File: src/rtl/sorting_network_stream.sv
// Streaming odd-even transposition sorter with per-vector direction, optional
// signed compare, argsort index tags and a stall-all valid/ready pipeline.
module sorting_network_stream #(
  parameter int unsigned NUMBER_WIDTH   = 10,
  parameter int unsigned NUMBERS_AMOUNT = 10,
  parameter bit          SIGNED         = 1'b0,
  localparam int unsigned INDEX_WIDTH   = $clog2(NUMBERS_AMOUNT)
) (
  input  logic                                          clk_i,
  input  logic                                          rst_i,
  input  logic [NUMBERS_AMOUNT-1:0][NUMBER_WIDTH-1:0]   data_i,
  input  logic                                          descend_i,
  input  logic                                          data_valid_i,
  output logic                                          data_ready_o,
  output logic [NUMBERS_AMOUNT-1:0][NUMBER_WIDTH-1:0]   data_o,
  output logic [NUMBERS_AMOUNT-1:0][INDEX_WIDTH-1:0]    index_o,
  output logic                                          descend_o,
  output logic                                          data_valid_o,
  input  logic                                          data_ready_i
);

  localparam int unsigned N = NUMBERS_AMOUNT;

  typedef logic [N-1:0][NUMBER_WIDTH-1:0] vec_t;
  typedef logic [N-1:0][INDEX_WIDTH-1:0]  idx_t;

  vec_t         val_q [N];
  vec_t         val_d [N];
  idx_t         idx_q [N];
  idx_t         idx_d [N];
  vec_t         src_val [N];
  idx_t         src_idx [N];
  logic [N-1:0] vld_q, vld_d;
  logic [N-1:0] desc_q, desc_d;
  logic         en_c;

  function automatic logic greater(input logic [NUMBER_WIDTH-1:0] a,
                                   input logic [NUMBER_WIDTH-1:0] b);
    if (SIGNED) return $signed(a) > $signed(b);
    return a > b;
  endfunction

  // Whole pipeline advances together; a full output stage blocks everything.
  assign en_c         = !vld_q[N-1] || data_ready_i;
  assign data_ready_o = en_c;

  assign vld_d  = {vld_q[N-2:0], data_valid_i};
  assign desc_d = {desc_q[N-2:0], descend_i};

  // Stage inputs: stage 0 sees the incoming vector with fresh index tags.
  always_comb begin
    src_val[0] = data_i;
    for (int i = 0; i < int'(N); i++) begin
      src_idx[0][i] = INDEX_WIDTH'(i);
    end
    for (int s = 1; s < int'(N); s++) begin
      src_val[s] = val_q[s-1];
      src_idx[s] = idx_q[s-1];
    end
  end

  // Compare-exchange layer per stage; strict compares keep the sort stable.
  always_comb begin : exchange
    vec_t                    v;
    idx_t                    x;
    logic [NUMBER_WIDTH-1:0] tv;
    logic [INDEX_WIDTH-1:0]  tx;
    logic                    sw;
    for (int s = 0; s < int'(N); s++) begin
      v = src_val[s];
      x = src_idx[s];
      for (int p = s % 2; p < int'(N) - 1; p += 2) begin
        sw = desc_d[s] ? greater(v[p+1], v[p]) : greater(v[p], v[p+1]);
        tv = v[p];
        tx = x[p];
        if (sw) begin
          v[p]   = v[p+1];
          v[p+1] = tv;
          x[p]   = x[p+1];
          x[p+1] = tx;
        end
      end
      val_d[s] = v;
      idx_d[s] = x;
    end
  end

  always_ff @(posedge clk_i) begin
    if (rst_i) begin
      for (int s = 0; s < int'(N); s++) begin
        val_q[s] <= '0;
        idx_q[s] <= '0;
      end
      vld_q  <= '0;
      desc_q <= '0;
    end else if (en_c) begin
      val_q  <= val_d;
      idx_q  <= idx_d;
      vld_q  <= vld_d;
      desc_q <= desc_d;
    end
  end

  assign data_o       = val_q[N-1];
  assign index_o      = idx_q[N-1];
  assign descend_o    = desc_q[N-1];
  assign data_valid_o = vld_q[N-1];

endmodule

File: config.mk
export PLATFORM = sky130hd
export DESIGN_NAME = sorting_network_stream
export DESIGN_NICKNAME = d
export VERILOG_FILES = /design/src/rtl/sorting_network_stream.sv
export SDC_FILE = /design/constraint.sdc
export NUM_CORES = 2
export LEC_CHECK = 0
export ABC_AREA = 1
export CAP_MARGIN = 20
export CORE_MARGIN = 3
export CORE_UTILIZATION = 50
export DETAILED_ROUTE_END_ITERATION = 16
export PLACE_DENSITY = 0.66
export SLEW_MARGIN = 10
export SYNTH_ARGS = -nofsm -noshare
export SYNTH_HDL_FRONTEND = slang
export SYNTH_SLANG_ARGS = --single-unit
File: constraint.sdc
create_clock -name clk_i -period 2.9 [get_ports clk_i]
set_input_delay 0.725 -clock clk_i [delete_from_list [all_inputs] [get_ports clk_i]]
set_output_delay 0.725 -clock clk_i [all_outputs]
set_load 0.01 [all_outputs]
# Yosys cells after proc, flatten, opt, wreduce, memory -nomap -nowiden
# Cells that the tools add are included.
[word_totals]
reg_bits = 1420
inputBits = 105
output_inout_bits = 143
elab_cells = 429
[classes]
magnitude_cmp = 90
mux = 135
n_reduce_logical = 2
[op_table]
columns = ["operator", "count"]
rows = [
  ["$gt A10 B10 Y1", 90],
  ["$mux W20", 45],
  ["$mux W8", 40],
  ["$mux W1", 45],
  ["$mux W5", 5],
  ["$logic_not A1 Y1", 1],
  ["$logic_or A1 B1 Y1", 1],
]

# Longest topological paths before layout
[depth]
depth_word = 3
depth_mapped = 15
mapped_depth_nobuf = 14

# Worst setup path before layout
# OpenSTA, ideal clock, no wires.
[synth_timing]
path_type = "input port to output port"
startpoint = "in data_ready_i"
endpoint = "out data_ready_o"
arrival_ns = 1.405
required_ns = 2.175
path_slack_ns = 0.770
path_stages = 5
n_path_buf = 3
cell_sequence = "nor2_4 -> inv_4 -> buf_2 -> buf_2 -> buf_2"
[synth_between]
elab_chain_cells = 1
[synth_lines]
columns = ["item", "line_no", "rtl"]
rows = [
  ["start, declared", "19", "input logic data_ready_i"],
  ["$logic_or A1 B1 Y1", "44", "assign en_c = !vld_q[N-1] || data_ready_i;"],
  ["end, declared", "14", "output logic data_ready_o,"],
]
# No other way between the ends.

# Worst setup path in the final report
# Same ends and word-level chain as after synthesis.

==> metrics.csv <==
metric,value,unit
crit_family,buffers and inverters,
grt_pass1_vias,69700,
pwr-share-seq,31.0,%
antenna_found_initial,1,
synth_fp_nets,13300,
cp_common_cell,clkdlybuf4s50_1,
cpMaxStageDelayCell,clkdlybuf4s50_1,
peakVddDrop,0.000827,V
first_iter_violations,6185,
p_clk_share,27.2,%
slew_headroom,36.0,%
avgSynthCellArea,6.44,µm²
critPathKind,in -> out,
p_comb_share,41.9,%
netlist_area,82100,µm²
cts_buffers,151,
p_switching,32.6,mW
worstPathRequired,2170,ps
ys_warn_count,0,
rsz0062_at_grt,no,
crit_buf_inv,3,
crit_fanout,9,
synthFlopType,dfxtp_1,
endpoint_kind,output port,
synth_seq_cells,1344,
fin_crit_sh,93.5,%
cts_hold_buf,0,
final_common_cell,nand2_1,
initial_utilization,50.4,%
reg2reg_slack,420,ps
vias,77000,
drive_gt1_share,5.32,%
power.density,814,nW/µm²
max_freq,369,MHz
final_antenna_net_count,0,
die_y,411,µm
drc,0,
hpwlAfterDp,165000,µm
clk_latency,770,ps
clkSlewWorstSetupHoldPaths,60,ps
cts_max_path_buffers,3,
synth_seq_area_share,32.8,%
start_kind,input pin,
die_area,169000,µm²
rows,148,
grt_max_degree,214,
layout_setup_ws,189,ps
drv_slew,0,
cp_slowest_stage_delay,480,ps
finalNonFillerCells,14900,
viasPerCell,5.18,
switching_share,44.4,%
drt_wl_total,229000,µm
post-route-util,55.3,%
min_period,2710,ps
die_w,411,µm
leakage,52.9,nW
dp_cells,14600,
grt_pass1_wl,371000,µm
cts.sinks,1344,
io_pins,248,
setup_viol,0,
htree_levels,4,
finalInstanceArea,90200,µm²
wl_per_cell,15.4,µm
final_cell_mix,"nand2_1, inv_1, nand3_1",
tightest_slew,960,ps
drv_cap,0,
synth_edf_count,0,
setup_tns,0,ps
root_buffer,clkbuf_16,
syn_to_final_growth,9.87,%
finClkSkew,30.1,ps
pre_cts_slack,-6.43,ps
hold_ws,456,ps
place_area,85000,µm²
power,73.4,mW
firstDrtPassIters,7,
synthArstFlopShare,0,%
power.internal,40.8,mW
post_cts_buffers,0,
grt_overflow,0,
postSynthCellCount,12800,
io_buffers,247,
grt_util_all_layers,26.5,%
core_area,163000,µm²
nets,13100,
outcome,completed,
hold_viol,0,
hold_path_class,reg -> reg,
cp_cell_sequence,"clkdlybuf4s50_1, nor2_4, inv_16, clkdlybuf4s50_1",
worstPathArrival,1990,ps
yosys.cell_types.count,34,
place_congestion,0.895,
cts_tree,built,
cts_resized,0,
synth_stat cells, types with 2 or more instances:
cell type | n | area [µm²]
nor2_4 | 10 | 113
nand4_2 | 9 | 113
buf_2 | 282 | 1410
buf_6 | 109 | 1230
clkinv_1 | 9 | 33.8
nand3_2 | 20 | 200
a21o_1 | 40 | 300
o211ai_2 | 10 | 125
o21bai_1 | 72 | 541
nand2_4 | 34 | 383
inv_2 | 6 | 22.5
o21ai_1 | 213 | 1070
o21ai_2 | 3 | 26.3
clkbuf_1 | 248 | 931
a21oi_1 | 180 | 901
nand3b_1 | 3 | 22.5
nand2_2 | 49 | 307
dfxtp_1 | 1344 | 26900
buf_1 | 32 | 120
o21ai_0 | 973 | 4870
o211ai_1 | 28 | 210
nand2_8 | 2 | 40.0
nand3_1 | 2339 | 11700
nand2_1 | 2846 | 10700
nand4_1 | 152 | 951
buf_4 | 129 | 968
inv_1 | 2782 | 10400
ha_1 | 450 | 5630
nand4_4 | 15 | 319
nor2_2 | 50 | 313
nor2_1 | 309 | 1160
sequential cells by signal (all words and copies together), names as in the netlist:
name         flops
data_o         100
desc_q          10
exchange.tv     10
exchange.tx      4
exchange.v      20
exchange.x       8
idx_d           21
idx_q          251
index_o         40
src_val        870
vld_q           10
per-layer routing:
| layer | up-vias | share of wire, % | GRT usage (%) | routed length [µm] |
|---|---|---|---|---|
| met2 | 1946 | 47 | 44.0 | 107000 |
| li1 | 39500 | - | - | - |
| met3 | 395 | 4.8 | 2.92 | 11100 |
| met4 | 0 | 3.6 | 9.37 | 8330 |
| met1 | 35200 | 45 | 35.6 | 103000 |
| met5 | - | 0 | 0 | 0 |
area by class of cell:
type / count / area, µm²
Sequential cell: 1344 / 26900
Timing Repair Buffer: 479 / 4870
Tap cell: 2175 / 2720
Clock buffer: 215 / 4380
Clock inverter: 52 / 771
Inverter: 2798 / 10500
Antenna cell: 1 / 2.50
Multi-Input combinational cell: 7808 / 40000
Fill cell: 16200 / 72800
cells by family after synthesis:
| group | after synthesis | share of synthesized area [%] |
|---|---|---|
| AND/OR/NAND/NOR | 5838 | 32.1 |
| adder cells (fa/ha/maj) | 450 | 6.86 |
| AO/OA/AOI/OAI | 1520 | 9.81 |
| flip-flops | 1344 | 32.8 |
| buffers and inverters | 3599 | 18.5 |
path summary, 6_finish.rpt:
check | startpoint | end | cells past startpoint
setup / recovery | data_ready_i | data_ready_o | 4
setup reg to reg | src_val[884]$_SDFFE_PP0P_ | src_val[783]$_SDFFE_PP0P_ | 13
hold reg to reg | vld_q[8]$_SDFFE_PP0P_ | vld_q[9]$_SDFFE_PP0P_ | 2
hold / removal | vld_q[8]$_SDFFE_PP0P_ | vld_q[9]$_SDFFE_PP0P_ | 2
power by group through the flow:
stage	clock network (mW)	logic [mW]	registers (mW)
after detailed placement	0	30.2	23.1
final	19.9	30.7	22.7
after floorplan	0	30.1	22.0
after global routing	21.1	34.5	22.9
after global placement	0	29.5	23.0
after CTS	20.4	30.4	22.7
worst min-delay path, delay by kind of cell, from the launching register on:
family	cells	cell delay, ps
DFF	1	290
AOI/OAI and AO/OA	1	60
buffers and inverters	1	60
(Power assumes the default switching activity.)
